<file path="config.mk">
export PLATFORM = sky130hd
export DESIGN_NAME = encoder_scan8
export DESIGN_NICKNAME = d
export VERILOG_FILES = /design/src/rtl/encoder_scan8.sv
export SDC_FILE = /design/constraint.sdc
export NUM_CORES = 1
export LEC_CHECK = 0
export CAP_MARGIN = 10
export CORE_MARGIN = 2
export CORE_UTILIZATION = 48
export CTS_CLUSTER_SIZE = 20
export DETAILED_ROUTE_END_ITERATION = 6
export PLACE_DENSITY = 0.89
export SLEW_MARGIN = 0
export SYNTH_ARGS = -nofsm -noshare
export SYNTH_HDL_FRONTEND = slang
export SYNTH_SLANG_ARGS = --single-unit
</file>
<file path="constraint.sdc">
create_clock -name clk -period 2.2 [get_ports clk]
set_input_delay 0.22 -clock clk [delete_from_list [all_inputs] [get_ports clk]]
set_output_delay 0.22 -clock clk [all_outputs]
set_load 0.1 [all_outputs]
</file>
<file path="src/rtl/encoder_scan8.sv">
// Sequential 8-to-3 priority encoder: captures a request vector and emits the
// index of every set bit, highest first, one per ready/valid transfer.
module encoder_scan8 #(
  parameter int N = 8,
  parameter int W = 3
) (
  input  logic         clk,
  input  logic         rst_n,
  input  logic         e,
  input  logic [N-1:0] d,
  input  logic         load,
  input  logic         rdy,
  output logic [W-1:0] code,
  output logic         v,
  output logic         busy,
  output logic         done,
  output logic         z
);

  typedef enum logic [1:0] {
    ST_IDLE = 2'd0,
    ST_SCAN = 2'd1,
    ST_DONE = 2'd2
  } state_e;

  state_e       state_q, state_d;
  logic [N-1:0] pend_q,  pend_d;
  logic         z_q,     z_d;

  logic [W-1:0] top_idx;
  logic [N-1:0] pend_cleared;

  // Highest set bit of the pending vector; later iterations win.
  always_comb begin
    top_idx = '0;
    for (int i = 0; i < N; i++) begin
      if (pend_q[i]) top_idx = W'(i);
    end
  end

  assign pend_cleared = pend_q & ~(N'(1) << top_idx);

  // NOTE: every always_comb output gets a default first so no path can infer a latch.
  always_comb begin
    state_d = state_q;
    pend_d  = pend_q;
    z_d     = z_q;
    unique case (state_q)
      ST_IDLE: begin
        if (e && load) begin
          pend_d = d;
          if (d != '0) begin
            state_d = ST_SCAN;
          end else begin
            state_d = ST_DONE;
            z_d     = 1'b1;
          end
        end
      end
      ST_SCAN: begin
        // Abort wins over a simultaneous handshake: that code is not transferred.
        if (!e) begin
          state_d = ST_IDLE;
          pend_d  = '0;
        end else if (rdy) begin
          pend_d = pend_cleared;
          if (pend_cleared == '0) state_d = ST_DONE;
        end
      end
      ST_DONE: begin
        state_d = ST_IDLE;
        z_d     = 1'b0;
      end
      default: begin
        state_d = ST_IDLE;
        pend_d  = '0;
        z_d     = 1'b0;
      end
    endcase
  end

  // NOTE: sequential state uses non-blocking assignments so all flops update together.
  always_ff @(posedge clk or negedge rst_n) begin
    if (!rst_n) begin
      state_q <= ST_IDLE;
      pend_q  <= '0;
      z_q     <= 1'b0;
    end else begin
      state_q <= state_d;
      pend_q  <= pend_d;
      z_q     <= z_d;
    end
  end

  // Outputs decode registered state only, so reset clears them at once.
  assign v    = (state_q == ST_SCAN);
  assign busy = (state_q == ST_SCAN) || (state_q == ST_DONE);
  assign done = (state_q == ST_DONE);
  assign z    = z_q;
  assign code = v ? top_idx : '0;

endmodule

</file>
==> results.rst <==
.. list-table::
   :header-rows: 1

   * - Metric
     - Value
   * - CTS tree
     - yes
   * - Gr busiest metal
     - met2
   * - Reg clk slew, reported paths
     - 80 ps
   * - Clock buffer depth
     - 2
   * - Average cell area after synthesis
     - between 9 and 10 sq um
   * - Worst hold margin
     - roughly 280 ps
   * - Critical path arrival
     - ~2200 ps
   * - Largest net degree at the start of global routing
     - 12
   * - Synthesis warning total
     - 0
   * - Met1 routing resource usage after global routing
     - between 20% and 30%
   * - PortBufs
     - 19
   * - Final antenna diode count
     - 0
   * - Post CTS Setup Buffer Count
     - 0
   * - Number of H-tree branching levels
     - 1
   * - Worst R2R Start
     - state_q[0]
   * - Initial standard-cell utilization of the core
     - between 50% and 60%
   * - GRT Total Usage
     - a little under a quarter
   * - Cell Chain, Critical Path
     - inv_1 -> ha_1 -> a21boi_1 -> a211oi_4 -> and2_1 -> a22o_1
   * - Wire length of the first global-routing pass
     - 3.35 mm
   * - I/O pin total
     - 20
   * - Number of sinks on the clock net
     - 11
   * - Post-cts hold buffer count
     - 0
   * - Clock Skews
     - 0.978 ps
   * - Post-route setup TNS
     - 0 ps
   * - Hold violation total from the final report
     - 0
   * - Total global routing overflow
     - 0
   * - Share of the cycle needed by the critical path after routing
     - roughly 90%
   * - Total nets after synthesis
     - approximately 110
   * - Final net count
     - between 100 and 150
   * - Vias
     - roughly 780
   * - Fin worst setup slack
     - approximately 210 ps
   * - Antenna violations before repair
     - 0
   * - Wirelength, routed
     - 2.05 mm
   * - Least-Margin Pin Slew
     - 508 ps
   * - Gate count of the mapped netlist
     - between 80 and 90
   * - Number of library cell types mapped by synthesis
     - 34
   * - Kind of critical path
     - flop to flop
   * - Met3 track demand over resource
     - under 10%
   * - Cell with the largest stage delay on the worst path
     - sky130_fd_sc_hd__dfrtp_1
   * - Capturing element type of the critical path
     - flop
   * - Count of standard-cell rows
     - 14
   * - Number of nets still failing antenna checks after routing
     - 0
   * - Num CTS Buffers
     - 3
   * - CP top delay family
     - compound AO/OA/AOI/OAI gates
   * - Commonest cells after routing, fill and taps aside
     - sky130_fd_sc_hd__clkdlybuf4s50_1, sky130_fd_sc_hd__dfrtp_1, sky130_fd_sc_hd__o21ai_0
   * - Detailed-route wire length per cell
     - approximately 17 microns
   * - Drt drc
     - 0
   * - RD Place Congestion
     - between 0.8 and 0.9
   * - Clock tree root driver cell
     - sky130_fd_sc_hd__clkbuf_4
   * - Time the final worst path needs with I/O delays and setup
     - around 2000 ps
   * - CP Buf/Inv Count
     - 1
   * - X dimension of the die
     - around 45 microns
   * - Die boundary height
     - about 45 microns
   * - Met2 track demand over resource
     - roughly 37%
   * - Mapped cell area
     - roughly 800 sq um
   * - First-pass iteration count of the detailed router
     - 4
   * - Detailed placement HPWL
     - 1.55 mm
   * - Area occupied by multi-input gates
     - 508 sq um
   * - Most common cell after layout, fill and taps aside
     - sky130_fd_sc_hd__clkdlybuf4s50_1
   * - Number of global-route vias before repair
     - around 750
   * - Layout cell share with drive strength beyond 1
     - between 15 and 20%
   * - Register Area
     - approximately 280 sq um
   * - Post-Place Worst Slack
     - between 200 and 300 ps
   * - Upper clock frequency limit
     - between 0.5 and 0.6 GHz
   * - Flops & latches, synth
     - 11
   * - Total of endpoints with negative setup slack in the final report
     - 0
   * - Fill cell total of the finished layout
     - 121
   * - MaxCap Viol Count
     - 0
   * - 1st-iter DRT viols
     - 35
   * - Tightest Hold Check Type
     - input pin to async pin
   * - Count of final max-slew check failures
     - 0
   * - Highest fanout seen on the critical path
     - 10
   * - Area added between synthesis and finish
     - 29.4%
   * - Kind of launch point of the worst setup path
     - flop
   * - Sequential element share of the synthesized area
     - about a third
   * - Core outline area
     - between 1500 and 2000 sq um
   * - Vias/cell
     - between 6 and 7
   * - Required time of the critical path
     - around 2400 ps
   * - Latest clock arrival within the worst-skew pair
     - 280 ps
   * - Full die area
     - 2050 sq um
   * - Maximum single-stage delay on the critical path
     - roughly 440 ps
   * - Critical Path Start
     - state_q[0]
   * - Number of gates resized after cts
     - 0
   * - Setup repair after global routing missed its margin
     - no
   * - Outcome
     - finished, final reports clean
   * - Headroom to the max-slew limit
     - 66.0%
worst paths after layout:
check,end,slack (ps),cells after the start
min,pend_q[5],280,1
max reg2reg,pend_q[5],210,6
min reg2reg,z,520,1
min in group clk,z,520,1
max in group asynchronous,z,1590,1
max,pend_q[5],210,6
logic make-up (layout without fill, tap and decap cells):
| group | Yosys count | after routing | synth area share [%] |
|---|---|---|---|
| simple gates | 30 | 30 | 21.0 |
| buf+inv | 10 | 27 | 6.90 |
| flops | 11 | 11 | 33.7 |
| compound gates | 35 | 35 | 33.7 |
| fa+ha+maj | 3 | 3 | 4.60 |
flip-flops by register name, summed over array words and instances (netlist names):
name,flops
pend_q,8
state_q,2
z,1
synthesized netlist by cell type:
| library cell | number | area share [%] |
|---|---|---|
| sky130_fd_sc_hd__buf_2 | 3 | 1.8 |
| sky130_fd_sc_hd__o2bb2ai_1 | 1 | 1.1 |
| sky130_fd_sc_hd__ha_1 | 3 | 4.6 |
| sky130_fd_sc_hd__o22a_1 | 1 | 1.1 |
| sky130_fd_sc_hd__a211oi_1 | 1 | 0.92 |
| sky130_fd_sc_hd__o21a_1 | 2 | 1.8 |
| sky130_fd_sc_hd__nor4_1 | 4 | 3.1 |
| sky130_fd_sc_hd__o21bai_1 | 2 | 1.8 |
| sky130_fd_sc_hd__o21ai_0 | 8 | 4.9 |
| sky130_fd_sc_hd__o22ai_1 | 1 | 0.77 |
| sky130_fd_sc_hd__nor3_1 | 4 | 2.5 |
| sky130_fd_sc_hd__clkbuf_1 | 1 | 0.46 |
| sky130_fd_sc_hd__o221a_4 | 1 | 2.5 |
| sky130_fd_sc_hd__and2_1 | 3 | 2.3 |
| sky130_fd_sc_hd__inv_1 | 4 | 1.8 |
| sky130_fd_sc_hd__a31o_2 | 2 | 2.1 |
| sky130_fd_sc_hd__a21oi_1 | 2 | 1.2 |
| sky130_fd_sc_hd__a211oi_4 | 1 | 2.5 |
| sky130_fd_sc_hd__a21boi_0 | 1 | 0.92 |
| sky130_fd_sc_hd__a22o_1 | 7 | 7.5 |
| sky130_fd_sc_hd__a21boi_1 | 1 | 0.92 |
| sky130_fd_sc_hd__or4_1 | 3 | 2.8 |
| sky130_fd_sc_hd__o211ai_1 | 1 | 0.92 |
| sky130_fd_sc_hd__nand2_1 | 7 | 3.2 |
| sky130_fd_sc_hd__nor2b_1 | 2 | 1.5 |
| sky130_fd_sc_hd__nor2_1 | 3 | 1.4 |
| sky130_fd_sc_hd__or3_4 | 2 | 2.8 |
| sky130_fd_sc_hd__buf_6 | 2 | 2.8 |
| sky130_fd_sc_hd__nand2b_1 | 1 | 0.77 |
| sky130_fd_sc_hd__dfrtp_1 | 11 | 34 |
| sky130_fd_sc_hd__a2111oi_0 | 1 | 1.1 |
| sky130_fd_sc_hd__or3_1 | 1 | 0.77 |
| sky130_fd_sc_hd__a2bb2oi_1 | 1 | 1.1 |
| sky130_fd_sc_hd__o21ai_1 | 1 | 0.61 |
area by class of cell:
cell class,instances,share of cell area (%)
clock buffer,3,2.13
clock inverter,1,0.474
inverter,4,1.42
multi-input combinational,68,48.1
sequential,11,26.1
tap,16,1.90
timing repair buffer,19,19.9
metrics by stage:
| stage | utilization [%] | std cells | cell area [sq um] |
|---|---|---|---|
| 2_1_floorplan | - | 89 | 840 |
| 3_3_place_gp | 66.7 | 118 | 1030 |
| 3_5_place_dp | 66.7 | 118 | 1030 |
| 4_1_cts | 68.5 | 122 | 1060 |
| 5_1_grt | 68.5 | 122 | 1060 |
| 6_report | 68.5 | 122 | 1060 |
routing by layer:
metal  share of wire (%)  vias up
met1                  46      368
met3                 5.9        6
li1                    -      375
met4                 2.6        0
met5                   0        -
met2                  46       35
Power is not shown: default switching activity piles up to over one toggle a cycle in this logic, so the estimate is an artifact.
